## src/rtl/wddl_pkg.sv

```systemverilog
// Shared definitions for the WDDL dual-rail XOR reduction block:
// FSM state encoding, precharge rail value and the rail-pair check.
package wddl_pkg;

  typedef enum logic [1:0] {
    ST_PRE  = 2'd0,
    ST_IDLE = 2'd1,
    ST_EVAL = 2'd2
  } wddl_state_e;

  localparam logic WDDL_PRECHARGE = 1'b0;

  // A rail pair carries a valid logic value only when the two rails differ.
  function automatic logic rail_pair_ok(input logic t, input logic f);
    return t ^ f;
  endfunction

endpackage

```

## src/rtl/wddl_xor_tree.sv

```systemverilog
// Combinational dual-rail XOR reduction of NUM_IN words, folded left to right.
// Each step only ANDs and ORs positive rails, so a 0/0 input yields a 0/0 output.
module wddl_xor_tree
  import wddl_pkg::*;
#(
  parameter int WORD   = 32,
  parameter int NUM_IN = 2
) (
  input  logic [NUM_IN*WORD-1:0] in_t,
  input  logic [NUM_IN*WORD-1:0] in_f,
  output logic [WORD-1:0]        out_t,
  output logic [WORD-1:0]        out_f
);

  logic [WORD-1:0] acc_t_s [NUM_IN];
  logic [WORD-1:0] acc_f_s [NUM_IN];

  assign acc_t_s[0] = in_t[0 +: WORD];
  assign acc_f_s[0] = in_f[0 +: WORD];

  for (genvar k = 1; k < NUM_IN; k++) begin : g_fold
    logic [WORD-1:0] b_t_s;
    logic [WORD-1:0] b_f_s;
    assign b_t_s = in_t[k*WORD +: WORD];
    assign b_f_s = in_f[k*WORD +: WORD];
    assign acc_t_s[k] = (acc_t_s[k-1] & b_f_s) | (acc_f_s[k-1] & b_t_s);
    assign acc_f_s[k] = (acc_t_s[k-1] & b_t_s) | (acc_f_s[k-1] & b_f_s);
  end

  assign out_t = acc_t_s[NUM_IN-1];
  assign out_f = acc_f_s[NUM_IN-1];

endmodule

```

## src/rtl/wddl_xor_reduce_reg.sv

```systemverilog
// Registered WDDL dual-rail XOR reduction with a precharge phase between evaluations.
// Optional feature macro: WDDL_ALARM_EN (sticky fault flag on non-complementary input rails).
module wddl_xor_reduce_reg
  import wddl_pkg::*;
#(
  parameter int WORD   = 32,
  parameter int NUM_IN = 2
) (
  input  logic                   clk,
  input  logic                   rst_n,
  input  logic                   in_valid,
  output logic                   in_ready,
  input  logic [NUM_IN*WORD-1:0] in_t,
  input  logic [NUM_IN*WORD-1:0] in_f,
  output logic                   out_valid,
  input  logic                   out_ready,
  output logic [WORD-1:0]        out_t,
  output logic [WORD-1:0]        out_f
`ifdef WDDL_ALARM_EN
  ,
  output logic                   fault
`endif
);

  if (NUM_IN < 2) begin : g_bad_num_in
    $error("wddl_xor_reduce_reg: NUM_IN must be >= 2");
  end

  localparam logic [WORD-1:0] PRE_WORD = {WORD{WDDL_PRECHARGE}};

  wddl_state_e     state_r;
  wddl_state_e     state_nxt_s;
  logic            in_ready_r;
  logic            out_valid_r;
  logic [WORD-1:0] out_t_r;
  logic [WORD-1:0] out_f_r;
  logic [WORD-1:0] out_t_nxt_s;
  logic [WORD-1:0] out_f_nxt_s;
  logic [WORD-1:0] tree_t_s;
  logic [WORD-1:0] tree_f_s;
  logic [WORD-1:0] load_t_s;
  logic [WORD-1:0] load_f_s;

  wddl_xor_tree #(
    .WORD  (WORD),
    .NUM_IN(NUM_IN)
  ) u_tree (
    .in_t (in_t),
    .in_f (in_f),
    .out_t(tree_t_s),
    .out_f(tree_f_s)
  );

`ifdef WDDL_ALARM_EN
  logic [NUM_IN*WORD-1:0] pair_ok_s;
  logic                   bad_pair_s;
  logic                   accept_s;
  logic                   fault_r;

  for (genvar i = 0; i < NUM_IN*WORD; i++) begin : g_pair_chk
    assign pair_ok_s[i] = rail_pair_ok(in_t[i], in_f[i]);
  end

  assign bad_pair_s = ~(&pair_ok_s);
  assign accept_s   = (state_r == ST_IDLE) && in_valid;
  // A malformed operand must not leak data, so its result is replaced by precharge.
  assign load_t_s   = bad_pair_s ? PRE_WORD : tree_t_s;
  assign load_f_s   = bad_pair_s ? PRE_WORD : tree_f_s;

  // Sticky fault flag, cleared only by rst_n.
  always_ff @(posedge clk or negedge rst_n) begin
    if (!rst_n) begin
      fault_r <= 1'b0;
    end else if (accept_s && bad_pair_s) begin
      fault_r <= 1'b1;
    end else begin
      fault_r <= fault_r;
    end
  end

  assign fault = fault_r;
`else
  assign load_t_s = tree_t_s;
  assign load_f_s = tree_f_s;
`endif

  // Next-state and next output-rail values for the PRE -> IDLE -> EVAL loop.
  always_comb begin
    state_nxt_s = state_r;
    out_t_nxt_s = out_t_r;
    out_f_nxt_s = out_f_r;
    case (state_r)
      ST_PRE: begin
        state_nxt_s = ST_IDLE;
        out_t_nxt_s = PRE_WORD;
        out_f_nxt_s = PRE_WORD;
      end
      ST_IDLE: begin
        if (in_valid) begin
          state_nxt_s = ST_EVAL;
          out_t_nxt_s = load_t_s;
          out_f_nxt_s = load_f_s;
        end else begin
          state_nxt_s = ST_IDLE;
          out_t_nxt_s = PRE_WORD;
          out_f_nxt_s = PRE_WORD;
        end
      end
      ST_EVAL: begin
        if (out_ready) begin
          state_nxt_s = ST_PRE;
          out_t_nxt_s = PRE_WORD;
          out_f_nxt_s = PRE_WORD;
        end else begin
          state_nxt_s = ST_EVAL;
        end
      end
      default: begin
        state_nxt_s = ST_PRE;
        out_t_nxt_s = PRE_WORD;
        out_f_nxt_s = PRE_WORD;
      end
    endcase
  end

  // State and registered outputs; handshake flags are decoded from the next state.
  always_ff @(posedge clk or negedge rst_n) begin
    if (!rst_n) begin
      state_r     <= ST_PRE;
      in_ready_r  <= 1'b0;
      out_valid_r <= 1'b0;
      out_t_r     <= PRE_WORD;
      out_f_r     <= PRE_WORD;
    end else begin
      state_r     <= state_nxt_s;
      in_ready_r  <= (state_nxt_s == ST_IDLE);
      out_valid_r <= (state_nxt_s == ST_EVAL);
      out_t_r     <= out_t_nxt_s;
      out_f_r     <= out_f_nxt_s;
    end
  end

  assign in_ready  = in_ready_r;
  assign out_valid = out_valid_r;
  assign out_t     = out_t_r;
  assign out_f     = out_f_r;

endmodule

```

## config.mk

```make
export PLATFORM = sky130hd
export DESIGN_NAME = wddl_xor_reduce_reg
export DESIGN_NICKNAME = d
export VERILOG_FILES = /design/src/rtl/wddl_pkg.sv /design/src/rtl/wddl_xor_tree.sv /design/src/rtl/wddl_xor_reduce_reg.sv
export SDC_FILE = /design/constraint.sdc
export NUM_CORES = 1
export LEC_CHECK = 0
export BUFFER_PORTS_ARGS = -buffer_cell sky130_fd_sc_hd__buf_2
export CORE_MARGIN = 2
export CORE_UTILIZATION = 45
export CTS_BUF_LIST = sky130_fd_sc_hd__clkbuf_2 sky130_fd_sc_hd__clkbuf_4 sky130_fd_sc_hd__clkbuf_8
export DETAILED_ROUTE_END_ITERATION = 8
export PLACE_DENSITY = 0.8
export SYNTH_ARGS = -nofsm -noshare
export SYNTH_HDL_FRONTEND = slang
export SYNTH_HIERARCHICAL = 1
export SYNTH_SLANG_ARGS = --single-unit
```

## constraint.sdc

```tcl
create_clock -name clk -period 1.7 [get_ports clk]
set_clock_uncertainty 0.05 [all_clocks]
set_input_delay 0.085 -clock clk [delete_from_list [all_inputs] [get_ports clk]]
set_output_delay 0.085 -clock clk [all_outputs]
set_load 0.01 [all_outputs]
```

==> flow_summary_export.csv <==
group,metric,value,unit
pwr,vdd_drop_max,0.555,mV
floorplanning,num_io_pins,198,
floorplanning,dieArea,9270,µm²
cts,cts-root-buf,"clkbuf_8",
logic_synthesis,syn-num-nets,491,
placement,hpwl,6830,µm
run_status,status,"complete, no violations",
route,wl_per_cell,14.5,µm
route,ant_nets,0,
floorplanning,core,8260,µm²
logic_synthesis,syn_area_per_cell,10.7,µm²
sta,final-hold-violation-count,0,
worst_hold_path,min_delay_path_depth,4,
cts,cts_tree,"yes",
floorplanning,initial_core_util,46.4,%
layout,num_antenna_cells,0,
logic_synthesis,netlist_top_cells_count,"68 x dfrtp_1, 64 x a22o_1, 64 x inv_1, 64 x nand2_1, 38 x o32ai_2",
sta,hold_ws,0.111,ns
critical_path,worstPathArrival,1.43,ns
route,via_count,3546,
logic_synthesis,synth-async-reset-ratio,100,%
sta,worstMarginPinSlew,0.395,ns
cts,cts-resized-gates,0,
sta,fin_ws,0.398,ns
sta,period_share,76.6,%
critical_path,crit_type,"flop to flop",
cts,clkSinkCount,68,
placement,place_ws,0.387,ns
sta,slew_violations,0,
grt,grt_max_degree,82,
critical_path,startpoint_type,"flop",
pwr,p_per_area,1160,nW/µm²
logic_synthesis,synth_top_area_share,44.4,%
critical_path,end_kind,"flop",
logic_synthesis,netlist_area,3830,µm²
logic_synthesis,postSynthCellCount,359,
layout,drive_gt1_share,47.3,%
route,via_per_inst,5.40,
route,first_pass_iters,4,
critical_path,r2r-start,"state_r[1]",
sta,tns,0,ns
critical_path,crit_fanout,29,
grt,grt_pass1_wl,14500,µm
critical_path,startpoint,"state_r[1]",
logic_synthesis,synth_edf_count,0,
cts,clk_latency,0.32,ns
grt,grtUsageTotal,20.1,%
route,drc_errors,0,
placement,place.gp.congestion,0.707,
floorplanning,die_h,96.3,µm
sta,fmax,0.768,GHz
worst_hold_path,hold_class,"input pin to flop",
grt,grt.overflow.total,0,
critical_path,cp_data_required_time,1.83,ns
floorplanning,rows,33,
sta,grt_setup_unrepaired,"no",
cts,clockBufferDepth,2,
layout,fin_nets,679,
cts,postCtsSetupBuffers,0,
floorplanning,die_w,96.3,µm
logic_synthesis,yosys.area.top_type,"dfrtp_1",
logic_synthesis,yosys-top-cells-area,"dfrtp_1 44%, o32ai_2 16%, a22o_1 15%, inv_1 6.3%, nand2_1 6.3%",
logic_synthesis,ys.flop_type,"dfrtp_1",
sta,period_minus_slack,1.30,ns
critical_path,r2r_cells,3,
layout,area_growth,32.4,%
route,routed_wl,9540,µm
cts,numCtsBuffers,9,
sta,slew_headroom,73.6,%
cts,htreeDepth,3,
cts,path_clk_slew,0.07,ns
pwr,p_leak,2.53,nW
logic_synthesis,synth.most_common_cell,"dfrtp_1",
logic_synthesis,ys_seq_area_share,44.4,%
logic_synthesis,ys_seq_elements,68,
placement,numPortBuffers,197,
logic_synthesis,synth_cell_types,13,
route,drt_iter0_drc,156,
sta,setup_viol,0,
logic_synthesis,yosysWarnings,6,
worst_hold_path,hold_path.startpoint,"in_f[28]",
run,cap_violations,0,
grt,grt_pass1_vias,3216,
grt,antenna_found_initial,0,
cts,cts_hold_buf,2,
-- flip-flops by register name, summed over array words and instances (netlist names) --
register,count
out_t,32
out_valid,1
in_ready,1
state_r,2
out_f,32
-- through the flow --
stage | std cells | cell area, µm² | power (W) | util [%]
CTS | 657 | 5070 | 0.00596 | 61.5
global route | 657 | 5070 | 0.00630 | 61.5
finish | 657 | 5070 | 0.00589 | 61.5
detailed placement | 639 | 4880 | 0.00478 | 59.1
global placement | 639 | 4880 | 0.00468 | 59.1
floorplan | 359 | 3830 | 0.00398 | -
-- layout make-up --
cell class	count	area (µm²)
Clock buffer	11	145
Clock inverter	5	27.5
Fill cell	720	3180
Inverter	64	240
Multi-Input combinational cell	198	1700
Sequential cell	68	1710
Tap cell	105	131
Timing Repair Buffer	206	1120
-- kinds of logic (layout without fill, tap and decap cells) --
logic type	after synthesis	in the layout	synth area share, %
AOI/OAI and AO/OA	130	130	36.9
muxes	2	2	0.522
buffers and inverters	93	286	11.6
and+or+nand+nor	66	66	6.59
DFF	68	68	44.4
-- worst paths after layout --
kind | endpoint | slack (ns)
setup / recovery | out_t[21] | 0.40
hold / removal | out_t[28] | 0.11
setup reg to reg | out_t[21] | 0.40
hold reg to reg | state_r[0] | 0.46
max in group asynchronous | state_r[0] | 1.00
min in group asynchronous | out_f[19] | 0.26
-- critical path: stages, from the launching register on --
cell	delay (ns)
dfrtp_1	0.42
nand2b_4	0.17
buf_4	0.36
o32ai_1	0.14
-- metal layers --
layer | GRT usage [%] | vias up | routed length (µm)
met5 | 0 | - | 0
met4 | 6.69 | 0 | 104
met3 | 4.46 | 8 | 691
met2 | 35.5 | 129 | 4970
met1 | 24.2 | 1713 | 3780
li1 | - | 1696 | -
-- cell usage in the layout, fill, tap and decap left out --
master and count:
buf_2 197, dfrtp_1 67, inv_1 64, nand2_1 64, a22o_1 64, o32ai_2 38
o32ai_1 26, clkbuf_8 10, buf_12 5, clkinv_2 4, nand2b_4 2, mux2i_1 2
a21oi_1 2, dlygate4sd3_1 2, buf_4 2, clkbuf_4 1, clkinvlp_4 1, dfrtp_4 1
-- where the power goes --
part	internal (W)	switching, W	total, W
sequential	0.00195	0.000183	0.00213
clock	0.000576	0.000582	0.00116
combinational	0.000992	0.00161	0.00260
No activity file was read; power rests on OpenSTA's default activity.
